File: src/rtl/debounce_sync.sv
// Input conditioner: synchronises a bouncy asynchronous level into the clk domain,
// qualifies each change over a stability window and emits registered rise/fall pulses.
module debounce_sync #(
    parameter int SYNC_STAGES     = 2,
    parameter int DEBOUNCE_CYCLES = 4
) (
    input  logic clk,
    input  logic rst_n,
    input  logic a_raw,
    output logic c,
    output logic rise,
    output logic fall,
    output logic busy
);

    localparam int CNT_W = $clog2(DEBOUNCE_CYCLES) + 1;
    localparam logic [CNT_W-1:0] CNT_MAX = CNT_W'(DEBOUNCE_CYCLES - 1);

    typedef enum logic [1:0] {
        STABLE_LO = 2'b00,
        CHECK_HI  = 2'b01,
        STABLE_HI = 2'b11,
        CHECK_LO  = 2'b10
    } state_t;

    logic [SYNC_STAGES-1:0] sync;
    logic                   a_sync;
    state_t                 state;
    state_t                 state_next;
    logic [CNT_W-1:0]       cnt;
    logic [CNT_W-1:0]       cnt_next;
    logic                   rise_next;
    logic                   fall_next;
    logic                   c_next;
    logic                   busy_next;

    // Plain flop chain; nothing sits between stages so metastability can settle.
    always_ff @(posedge clk) begin
        if (!rst_n) begin
            sync <= '0;
        end else begin
            sync <= {sync[SYNC_STAGES-2:0], a_raw};
        end
    end

    assign a_sync = sync[SYNC_STAGES-1];

    always_ff @(posedge clk) begin
        if (!rst_n) begin
            state <= STABLE_LO;
            cnt   <= '0;
            c     <= 1'b0;
            rise  <= 1'b0;
            fall  <= 1'b0;
            busy  <= 1'b0;
        end else begin
            state <= state_next;
            cnt   <= cnt_next;
            c     <= c_next;
            rise  <= rise_next;
            fall  <= fall_next;
            busy  <= busy_next;
        end
    end

    always_comb begin
        state_next = state;
        cnt_next   = cnt;
        rise_next  = 1'b0;
        fall_next  = 1'b0;
        case (state)
            STABLE_LO: begin
                if (a_sync) begin
                    state_next = CHECK_HI;
                    cnt_next   = '0;
                end
            end
            CHECK_HI: begin
                if (!a_sync) begin
                    state_next = STABLE_LO;
                end else if (cnt == CNT_MAX) begin
                    state_next = STABLE_HI;
                    rise_next  = 1'b1;
                end else begin
                    cnt_next = cnt + 1'b1;
                end
            end
            STABLE_HI: begin
                if (!a_sync) begin
                    state_next = CHECK_LO;
                    cnt_next   = '0;
                end
            end
            CHECK_LO: begin
                if (a_sync) begin
                    state_next = STABLE_HI;
                end else if (cnt == CNT_MAX) begin
                    state_next = STABLE_LO;
                    fall_next  = 1'b1;
                end else begin
                    cnt_next = cnt + 1'b1;
                end
            end
            default: begin
                state_next = STABLE_LO;
                cnt_next   = '0;
            end
        endcase
        // c and busy are registered copies of what the next state implies.
        c_next    = (state_next == STABLE_HI) || (state_next == CHECK_LO);
        busy_next = (state_next == CHECK_HI) || (state_next == CHECK_LO);
    end

endmodule

File: config.mk
export PLATFORM = sky130hd
export DESIGN_NAME = debounce_sync
export DESIGN_NICKNAME = d
export VERILOG_FILES = /design/src/rtl/debounce_sync.sv
export SDC_FILE = /design/constraint.sdc
export NUM_CORES = 1
export LEC_CHECK = 0
export ABC_AREA = 1
export CAP_MARGIN = 0
export CORE_ASPECT_RATIO = 1.1
export CORE_MARGIN = 3
export CORE_UTILIZATION = 25
export CTS_BUF_LIST = sky130_fd_sc_hd__clkbuf_4
export CTS_CLUSTER_SIZE = 10
export DETAILED_ROUTE_END_ITERATION = 16
export MAX_ROUTING_LAYER = met4
export PLACE_DENSITY_LB_ADDON = 0.1
export SYNTH_ARGS = -nofsm -noshare
export SYNTH_HDL_FRONTEND = slang
export SYNTH_SLANG_ARGS = --single-unit
File: constraint.sdc
create_clock -name clk -period 1.89 [get_ports clk]
set_input_delay 0.189 -clock clk [delete_from_list [all_inputs] [get_ports clk]]
set_output_delay 0.189 -clock clk [all_outputs]
set_load 0.05 [all_outputs]
==> summary.md <==
| Metric | Value |
|---|---|
| Layout cells sized above 1 | ~14% |
| Maximum vdd drop | approximately 0.56 mV |
| First-pass GRT wire length | between 1.5 and 2 mm |
| Largest net degree at the start of global routing | 9 |
| Post-route cell area | approximately 730 µm² |
| Max FO, Critical Path | 3 |
| Core Area | about 0.0023 mm² |
| WS Path Type | reg -> reg |
| FP Rows | 18 |
| Required time of the critical path | about 2.1 ns |
| Routed Antenna Nets | 0 |
| Final period util | 86.94% |
| Mux contribution to synthesized area | 0% |
| Synth cell types | 15 |
| Worst EP arrival | between 1.5 and 2 ns |
| Fin crit period | about 1.6 ns |
| MaxCap Viol Count | 0 |
| Drt pass-1 iters | 4 |
| Synthesized area | approximately 610 µm² |
| Area Growth Syn to Fin | 19.75% |
| Final Hold Vio Count | 0 |
| Max H-tree Level | 1 |
| Via-to-Cell Ratio | approximately 4.1 |
| Drt wl/cell | ~8.6 µm |
| Post-synthesis compound-gate area fraction | 4.733% |
| Postcts setup bufs | 0 |
| Sink Count | 11 |
| Hold path start | sync[0]$_SDFF_PN0_ |
| # setup viols final | 0 |
| Worst hold path stage count | 2 |
| Synth Area in Simple Gates | around 33% |
| TritonCTS Buffers | 3 |
| Diode count | 0 |
| Flops & latches, synth | 11 |
| Reg2reg end | busy$_SDFF_PN0_ |
| Final Skew | 0.001434 ns |
| Die area | 0.003061 mm² |
| R2R setup slack | roughly 0.25 ns |
| Relative max-transition margin | between 60% and 70% |
| Power density cells | between 700 and 800 mW/mm² |
| Initial core utilization | a little over a quarter |
| CTS tree | built |
| Outcome | finished clean |
| LEAKAGE | approximately 0.35 nW |
| Worst-margin pin slew | ~0.5 ns |
| I/O pin count | 7 |
| Antenna violations before repair | 0 |
| Crit. End Element | flop |
| FILL cells | ~250 |
| F_max | a little over 0.6 GHz |
| Syn Nets | between 90 and 100 |
| Clock Latency Late Sink | 0.26 ns |
| DRT Wirelength | about 1.1 mm |
| Post-synthesis cell count | a little over 80 |
| Die Ht | a little under 60 µm |
| Hold Path End | sync[1]$_SDFF_PN0_ |
| DRC violations left | 0 |
| Worst R2R Path Depth | 10 |
| Worst setup path startpoint | cnt[0]$_SDFFE_PN0P_ |
| Final net count | 104 |
| PortBufs | 6 |
| DR vias | 497 |
| Clock Root Buffer | clkbuf_4 |
| # resized after CTS | 0 |
| Die width | 53.03 µm |
| Post-Synth XOR/XNOR Area | 0% |
| CP startpoint kind | flop |
| Iteration-0 DRC Markers | 7 |
| Synthesis Warnings | 0 |
| Largest family of logic cells by synthesized area | simple AND/OR/NAND/NOR gates |
| HPWL Detailed | slightly below 900 µm |
| Routability cong. | 0.8605 |
| Vias in the first global route | between 400 and 500 |
| All-Layer GR Usage | 9.101% |
| CTS Hold Bufs | 0 |
| Placed Area | around 700 µm² |
| Hold/Removal Path Class | reg -> reg |
| Setup TNS Final | 0 ns |
| Pins Over Slew Limit | 0 |
| GRT overflow | 0 |
| Mean Syn Cell Area | 7.326 µm² |
| Post-synthesis sequential area ratio | roughly 36% |
| CTS clk-pin slew, worst paths | approximately 0.070 ns |
| RSZ-0062 raised after global routing | no |
| Clock Path Buffers | 2 |
| Post-Synth Adder-Cell Area | between 15 and 20% |
| RR Startpoint | cnt[0]$_SDFFE_PN0P_ |
| Final Util | approximately a third |
## worst max path at each step
stage	slack, ns	endpoint	depth (start not counted)
2_1_floorplan	0.38	busy$_SDFF_PN0_	10
3_3_place_gp	0.23	busy$_SDFF_PN0_	10
3_5_place_dp	0.24	busy$_SDFF_PN0_	10
4_1_cts	0.22	busy$_SDFF_PN0_	10
5_1_grt	0.05	busy$_SDFF_PN0_	10
6_report	0.25	busy$_SDFF_PN0_	10
## cells in the mapped netlist
cell / n / area, µm²
a21oi_1: 1 / 5.000
a21oi_2: 1 / 8.760
buf_4: 1 / 7.510
dfxtp_1: 11 / 220.2
ha_1: 8 / 100.1
inv_1: 11 / 41.29
inv_2: 2 / 7.510
nand2_1: 20 / 75.07
nand2_2: 4 / 25.02
nand3_1: 5 / 25.02
nand4_2: 1 / 12.51
nor2_1: 13 / 48.80
nor2_4: 1 / 11.26
nor3_1: 1 / 5.000
o21ai_1: 3 / 15.01
## metal layers
| metal | part of all wire [%] | up-vias | global-route usage [%] |
|---|---|---|---|
| met5 | 0 | - | - |
| met3 | 5.9 | 4 | 4.627 |
| met4 | 1.7 | 0 | 3.650 |
| met2 | 49 | 10 | 13.30 |
| li1 | - | 272 | - |
| met1 | 43 | 211 | 10.48 |
## worst max-delay path, stage by stage, from the launching register on
cell	delay, ns
dfxtp_1	0.32
ha_1	0.22
ha_1	0.21
inv_1	0.07
nand2_1	0.06
nand3_1	0.07
nand2_1	0.07
a21oi_2	0.14
inv_1	0.07
ha_1	0.26
nor2_1	0.09
## final cells by class
type                            count  area (µm²)  area share (%)
Clock buffer                        4       30.03           4.124
Inverter                           13       48.80           6.701
Multi-Input combinational cell     58       331.6           45.53
Sequential cell                    11       220.2           30.24
Tap cell                           30       37.54           5.155
Timing Repair Buffer                6       60.06           8.247
## kinds of logic after synthesis
group / count (synthesis)
simple gates: 45
buf+inv: 14
flops: 11
fa+ha+maj: 8
compound gates: 5
## power breakdown
| part | switching (mW) | internal [mW] |
|---|---|---|
| clock | 0.0758 | 0.0960 |
| sequential | 0.0118 | 0.250 |
| combinational | 0.0720 | 0.0451 |
## registers in the layout, indices dropped and copies added (netlist names)
name   count
fall       1
state      2
rise       1
busy       1
c          1
sync       2
cnt        3
## metrics by stage
step / instances / power (mW) / setup WS (ns) / hold slack (ns)
floorplan: 83 / 0.3585 / 0.3763 / 0.2866
global placement: 118 / 0.3871 / 0.2304 / 0.3955
detailed placement: 118 / 0.3852 / 0.2384 / 0.4028
CTS: 122 / 0.5608 / 0.2215 / 0.4199
global route: 122 / 0.5928 / 0.05315 / 0.4571
finish: 122 / 0.5503 / 0.2469 / 0.4163
## cells in the final DEF, fill, tap and decap left out
cell and instances:
a21oi_1 1, a21oi_2 1, clkbuf_4 4, clkdlybuf4s50_1 6, dfxtp_1 11, ha_1 8
inv_1 11, inv_2 2, nand2_1 20, nand2_2 4, nand3_1 5, nand4_2 1
nor2_1 13, nor2_4 1, nor3_1 1, o21ai_1 3
(Power assumes the default switching activity.)
